[src/rtl/imem_loader.sv]
// Byte-stream program loader: header N, then N 16-bit words (high byte first), written to instruction memory.
// Optional trailing XOR checksum byte when IMEM_LOADER_CHECKSUM_EN is defined.
module imem_loader #(
  parameter int WORD_W = 16,
  parameter int DEPTH  = 16,
  parameter int ADDR_W = 4
) (
  input  logic              clk,
  input  logic              reset,
  input  logic              start,
  input  logic              in_valid,
  input  logic [7:0]        in_data,
  output logic              in_ready,
  output logic              mem_we,
  output logic [ADDR_W-1:0] mem_addr,
  output logic [WORD_W-1:0] mem_wdata,
  output logic              busy,
  output logic              done,
  output logic              error,
  output logic [ADDR_W:0]   word_count
);

  typedef enum logic [2:0] {IDLE, HDR, HI, LO, WRITE, CHK, DONE, ERR} state_t;

  state_t            state;
  logic [ADDR_W:0]   n;
  logic [ADDR_W-1:0] idx;
  logic [7:0]        hi;
`ifdef IMEM_LOADER_CHECKSUM_EN
  logic [7:0]        csum;
`endif

  logic xfer;
  assign in_ready = (state == HDR) || (state == HI) || (state == LO) || (state == CHK);
  assign xfer     = in_valid && in_ready;

  always_ff @(posedge clk) begin
    if (reset) begin
      state      <= IDLE;
      mem_we     <= 1'b0;
      mem_addr   <= '0;
      mem_wdata  <= '0;
      busy       <= 1'b0;
      done       <= 1'b0;
      error      <= 1'b0;
      word_count <= '0;
      n          <= '0;
      idx        <= '0;
      hi         <= '0;
`ifdef IMEM_LOADER_CHECKSUM_EN
      csum       <= '0;
`endif
    end else begin
      case (state)
        IDLE, DONE, ERR: begin
          if (start) begin
            state      <= HDR;
            busy       <= 1'b1;
            done       <= 1'b0;
            error      <= 1'b0;
            word_count <= '0;
            idx        <= '0;
`ifdef IMEM_LOADER_CHECKSUM_EN
            csum       <= '0;
`endif
          end
        end
        HDR: begin
          if (xfer) begin
            if (in_data == 8'd0 || {1'b0, in_data} > 9'(DEPTH)) begin
              state <= ERR;
              busy  <= 1'b0;
              error <= 1'b1;
            end else begin
              n     <= (ADDR_W+1)'(in_data);
              state <= HI;
            end
          end
        end
        HI: begin
          if (xfer) begin
            hi    <= in_data;
`ifdef IMEM_LOADER_CHECKSUM_EN
            csum  <= csum ^ in_data;
`endif
            state <= LO;
          end
        end
        LO: begin
          if (xfer) begin
            mem_wdata <= {hi, in_data};
            mem_addr  <= idx;
            mem_we    <= 1'b1;
`ifdef IMEM_LOADER_CHECKSUM_EN
            csum      <= csum ^ in_data;
`endif
            state     <= WRITE;
          end
        end
        WRITE: begin
          mem_we     <= 1'b0;
          word_count <= word_count + 1'b1;
          if ({1'b0, idx} == n - 1'b1) begin
`ifdef IMEM_LOADER_CHECKSUM_EN
            state <= CHK;
`else
            state <= DONE;
            busy  <= 1'b0;
            done  <= 1'b1;
`endif
          end else begin
            idx   <= idx + 1'b1;
            state <= HI;
          end
        end
`ifdef IMEM_LOADER_CHECKSUM_EN
        CHK: begin
          if (xfer) begin
            busy <= 1'b0;
            if (in_data == csum) begin
              state <= DONE;
              done  <= 1'b1;
            end else begin
              state <= ERR;
              error <= 1'b1;
            end
          end
        end
`endif
        default: begin
          state  <= IDLE;
          mem_we <= 1'b0;
          busy   <= 1'b0;
        end
      endcase
    end
  end

endmodule

[config.mk]
export PLATFORM = sky130hd
export DESIGN_NAME = imem_loader
export DESIGN_NICKNAME = d
export VERILOG_FILES = /design/src/rtl/imem_loader.sv
export SDC_FILE = /design/constraint.sdc
export NUM_CORES = 1
export LEC_CHECK = 0
export ABC_AREA = 1
export CELL_PAD_IN_SITES_DETAIL_PLACEMENT = 1
export CELL_PAD_IN_SITES_GLOBAL_PLACEMENT = 1
export CORE_ASPECT_RATIO = 1.4
export CORE_MARGIN = 4
export CORE_UTILIZATION = 40
export CTS_CLUSTER_SIZE = 28
export DETAILED_ROUTE_END_ITERATION = 10
export PLACE_DENSITY = 0.86
export SLEW_MARGIN = 20
export SYNTH_ARGS = -nofsm -noshare
export SYNTH_HDL_FRONTEND = slang
export SYNTH_SLANG_ARGS = --single-unit
[constraint.sdc]
create_clock -name clk -period 2.5 [get_ports clk]
set_input_delay 0.75 -clock clk [delete_from_list [all_inputs] [get_ports clk]]
set_output_delay 0.75 -clock clk [all_outputs]
set_load 0.01 [all_outputs]
* Word-level counts from Yosys, hierarchy flattened
Index checks and enable logic that the tools add are counted.
Word-level totals: register bits after elaboration 49, bits in latches 0, RAM bits 0, memory bits (read-only) 0, bits of input ports 12, output and inout port bits 30, logic and storage cells 80, memories kept 0
Operators by class: $add $sub $neg 3, multipliers 0, div/mod/pow operators 0, order comparisons 1, equal/unequal tests 15, shift operators 0, multiplexer cells 25, bitwise logic cells 3, reductions and logical operators 22
Operators with widths (count):
- 3-bit two-way mux | 6
- 3-bit one-hot mux with 5 select lines | 1
- 3-bit equality test (second input constant) | 4
- 2-bit inequality test (second input constant) | 6
- 5-bit one-hot mux with 2 select lines | 1
- 1-bit two-way mux | 9
- 3-bit AND reduction | 3
- 8-bit by 5-bit greater-than comparator with 1-bit output (second input constant) | 1
- 8-bit zero test | 1
- 4-bit two-way mux | 2
- 4-bit one-hot mux with 2 select lines | 1
- 2-bit AND reduction | 4
- 4-bit AND reduction | 2
- 3-bit by 2-bit equality test with 1-bit output (second input constant) | 2
- 1-bit one-hot mux with 2 select lines | 3
- 5-bit by 1-bit adder with 5-bit output (second input constant) | 1
- 4-bit by 5-bit equality test with 1-bit output | 1
- 5-bit two-way mux | 1
- 5-bit AND reduction | 1
- 5-bit OR reduction | 1
- 5-bit by 1-bit subtractor with 5-bit output (second input constant) | 1
- 4-bit by 1-bit adder with 4-bit output (second input constant) | 1
- 1-bit logical OR | 4
- 1-bit one-hot mux with 4 select lines | 1
- other kinds (8) | 11

* Depth between registers and ports, before layout
depth after elaboration 7, mapped depth 13, gate-level depth less buffers 13

* Worst setup path after synthesis
No wires, ideal clock.
kind input to register, from input port in_data[2], to register n[0], setup time 119 ps, arrival time 1533 ps, required time 2381 ps, setup slack 847 ps, cell stages on the path 8, path buffers 0, cells stage by stage nor2_1 -> nand2_1 -> nand2_1 -> nand3_1 -> nor2_4 -> nand2_4 -> o21ai_0 -> a21oi_1
On the way: word-level cells in the longest chain between the ends 4, elaborated cells on any way between the ends 5, classes of those cells order compare: 1; bitwise: 1; reduce/logical: 3
RTL lines:
- start, declared | line 12 | input logic [7:0] in_data,
- 8-bit by 5-bit greater-than comparator with 1-bit output / 8-bit zero test (equally long branches) | line 70 | if (in_data == 8'd0 || {1'b0, in_data} > 9'(DEPTH)) begin
- 1-bit logical OR * | line 70
- 1-bit inverter (no line) *
- 3-bit AND reduction (no line) *
- end signal, assigned | line 75 | n <= (ADDR_W+1)'(in_data);
- end, declared | line 26 | logic [ADDR_W:0] n;
Mark *: on every way between the ends. The rest lies on a longest branch, timed or not. A chain may end at the register's enable or synchronous reset.

* Worst setup path in the final report
from register state[1], to output port in_ready
On the way: word-level cells in the longest chain between the ends 4, elaborated cells on any way between the ends 7, classes of those cells eq/ne: 4; reduce/logical: 3
RTL lines:
- start, declared | line 25 | state_t state;
- start signal, assigned | line 39 | state <= IDLE;
- start signal, assigned | line 57 | state <= HDR;
- start signal, assigned | line 71 | state <= ERR;
- 3-bit by 1-bit equality test with 1-bit output / 3-bit by 2-bit equality test with 1-bit output (equally long branches) | line 34 | assign in_ready = (state == HDR) || (state == HI) || (state == LO) || (state == CHK);
- 1-bit logical OR (2 in series) | line 34
- 1-bit logical OR * | line 34
- end, declared | line 13 | output logic in_ready,
Marks and branches as above.

==> impl_metrics.yaml <==
timing:
  finalHoldViolCount: 0
  final_max_slew_viol_count: 0
  finalCriticalPeriod_ns: 2.339
  max_freq_mhz: 427.4
  post_route_setup_tns_ns: 0
  fin_crit_sh_pct: 93.58
  post-route-worst-setup-slack_ns: 0.1605
  worst_pin_slew_ns: 0.5160
  slew_headroom_pct: 65.56
  setup_viol: 0
  fin_skew_ns: 0.007964
  rsz0062_at_grt: "no"
finish:
  drive_gt1_share_pct: 10.89
  insertedDiodeCount: 0
  fin_nets: 364
  syn_to_final_growth_pct: 24.99
  num-fill-cells: 695
clock_network:
  h-tree-depth: 2
  postCtsHoldBufs: 0
  postCtsResizedCells: 0
  cts-root-to-sink-buffers: 2
  clkLatencyLatePin_ns: 0.30
  cts_inserted_buffers: 5
  path_clk_slew_ns: 0.09
  clkSinkCount: 49
  clk_root_buffer_cell: "sky130_fd_sc_hd__clkbuf_8"
  clock_tree_from_tritoncts: "yes"
  post-cts-setup-buffer-count: 0
critical_path:
  cp.arrival_ns: 1.59
  timing.rr.start: "n[0]"
  end_kind: "output port"
  critPathMaxFanout: 5
  rr_worst_depth: 12
  worst-r2r-setup-slack_ns: 0.80
  timing.critical_path.from_type: "register"
  crit_type: "reg2out"
  regToRegEndpoint: "busy"
  required_ns: 1.75
route:
  dr_wl_met3_um: 221
  wirelength_um: 6459
  wl_per_cell_um: 15.49
  first_iter_violations: 97
  drc: 0
  routed-wl-met2_um: 3395
  dr_total_vias: 2209
  antenna_left: 0
  m1WireLength_um: 2662
  top_metal_layer_carrying_routed_signals: "met4"
  viasPerCell: 5.297
  drtPass1Iterations: 4
floorplanning:
  fp.coreArea_um2: 5485
  initial_core_util_pct: 40.99
  dieArea_um2: 6902
  die_h_um: 96.71
  core.rowCount: 32
  io-pin-count: 42
  die_width_um: 71.37
power:
  p_leak_nw: 1.043
  power-per-cell-area_nw_per_um2: 731.6
  irDropWorstVdd_uv: 356.3
synthesis:
  synth.top_cells.by_area: "sky130_fd_sc_hd__dfxtp_1 (44%), sky130_fd_sc_hd__nand2_1 (12%), sky130_fd_sc_hd__a21oi_1 (8.9%)"
  main_combinational_cell_family_by_area_after_synthesis: "simple AND/OR/NAND/NOR gates"
  synth-xor-area-share_pct: 0.7791
  synth_cells: 308
  post_synth_and_or_nand_nor_area_fraction_pct: 33.28
  syn-num-nets: 323
  yosys_synthesis_warning_count: 0
  synth.cell_area_um2: 2248
  synthDominantAreaCellType: "sky130_fd_sc_hd__dfxtp_1"
  yosysUniqueCellTypes: 27
  synth_compound_area_share_pct: 14.58
  yosys.area.top_type_share_pct: 43.63
  sequential_to_total_area_share_from_yosys_stat_pct: 43.63
  arithmetic_cell_share_of_the_synthesized_area_counting_full_adders_half_adders_and_majority_gates_pct: 1.669
  postSynthRegisterBits: 49
  synth_area_per_cell_um2: 7.300
  post_synth_mux_area_share_pct: 0
placed_design:
  dp_hpwl_um: 4817
  placement.setup.worst_slack_ns: 0.07427
  place.gp.congestion: 0.8750
  io_buffer_count: 41
global_routing:
  grt_start_max_net_pins: 31
  grtUsageTotal_pct: 20.03
  antenna_violations_before_repair: 0
  vias_in_the_first_global_route: 2360
  global_route_wire_length_before_repair_um: 11250
  globalRoute.totalOverflow: 0
worst_hold_path:
  hold_path.class: "reg2reg"
  hold_path_startpoint: "done"
  worstHoldPathCells: 2
  worst_hold_end: "done"
status:
  run_status: "completed"
flow_run:
  max-cap-violations: 0
==> cells in the final DEF (no fill, tap or decap), drive strengths merged <==
master,instances
inv,25
ha,3
clkbuf,7
nand2,78
o21bai,1
buf,3
nand3b,2
a21oi,43
xnor2,1
nand3,37
o21ai,17
nand4,1
dfxtp,49
clkdlybuf4s50,41
nor2,37
a41oi,1
xor2,1
nor3,2
==> flip-flops by register name, summed over array words and instances, names as in the netlist <==
name / flops
mem_wdata: 16
hi: 8
n: 5
word_count: 5
idx: 4
mem_addr: 4
state: 3
busy: 1
done: 1
error: 1
mem_we: 1
==> cell type report <==
class	instances	area, µm²	area share (%)
well taps	68	85.08	3.028
repair buffers	44	432.9	15.41
clock buffers	7	86.33	3.072
inverters	25	93.84	3.339
multi-input cells	224	1131	40.25
flip-flops and latches	49	980.9	34.91
==> worst max-delay path, stage by stage, from the launching register on <==
cell and delay, ns:
sky130_fd_sc_hd__dfxtp_1 0.41, sky130_fd_sc_hd__inv_2 0.09, sky130_fd_sc_hd__nand2_4 0.10, sky130_fd_sc_hd__nand2_2 0.10, sky130_fd_sc_hd__inv_1 0.07, sky130_fd_sc_hd__clkdlybuf4s50_1 0.52
==> logic make-up (layout without fill, tap and decap cells) <==
kind of cell / Yosys count / in the layout
xor gates and xnor gates: 2 / 2
AOI/OAI and AO/OA: 62 / 62
DFF: 49 / 49
and+or+nand+nor: 157 / 157
buffers and inverters: 35 / 76
adders and majority gates: 3 / 3
==> report_power, final <==
group / internal [mW] / switching [mW]
sequential: 0.860 / 0.0661
combinational: 0.229 / 0.429
clock: 0.220 / 0.252
==> how the worst max path moves through the flow <==
| stage | from | endpoint | slack (ns) | depth (start not counted) |
|---|---|---|---|---|
| 4_1_cts | state[1] | in_ready | 0.15 | 5 |
| 3_5_place_dp | in_data[3] | n[1] | 0.07 | 9 |
| 3_3_place_gp | in_data[3] | n[1] | 0.16 | 9 |
| 6_report | state[1] | in_ready | 0.16 | 5 |
| 2_1_floorplan | in_data[2] | n[0] | 0.85 | 8 |
| 5_1_grt | state[2] | in_ready | 0.07 | 4 |
==> per-layer routing <==
metal,vias up,track usage [%]
met5,-,0
met1,1063,23.27
met4,0,7.670
li1,1089,-
met3,14,4.054
met2,43,35.20
==> through the flow <==
stage	utilization, %	hold WS [ns]	power [mW]	instance area (µm²)	std cells
after global placement	49.66	0.4417	1.583	2724	410
after global routing	51.23	0.4903	2.181	2810	417
after floorplan	-	0.4476	1.368	2248	308
final	51.23	0.4616	2.056	2810	417
after detailed placement	49.66	0.4539	1.602	2724	410
after CTS	51.23	0.4677	2.075	2810	417
==> synth_stat cells (all sizes together) <==
library cell / count
nand3b: 2
ha: 3
o21ai: 17
nand3: 37
o21bai: 1
xnor2: 1
nand4: 1
inv: 25
nor3: 2
a41oi: 1
a21oi: 43
nor2: 37
buf: 4
xor2: 1
clkbuf: 6
nand2: 78
dfxtp: 49
Note: power is estimated with default switching activity, not from simulation.
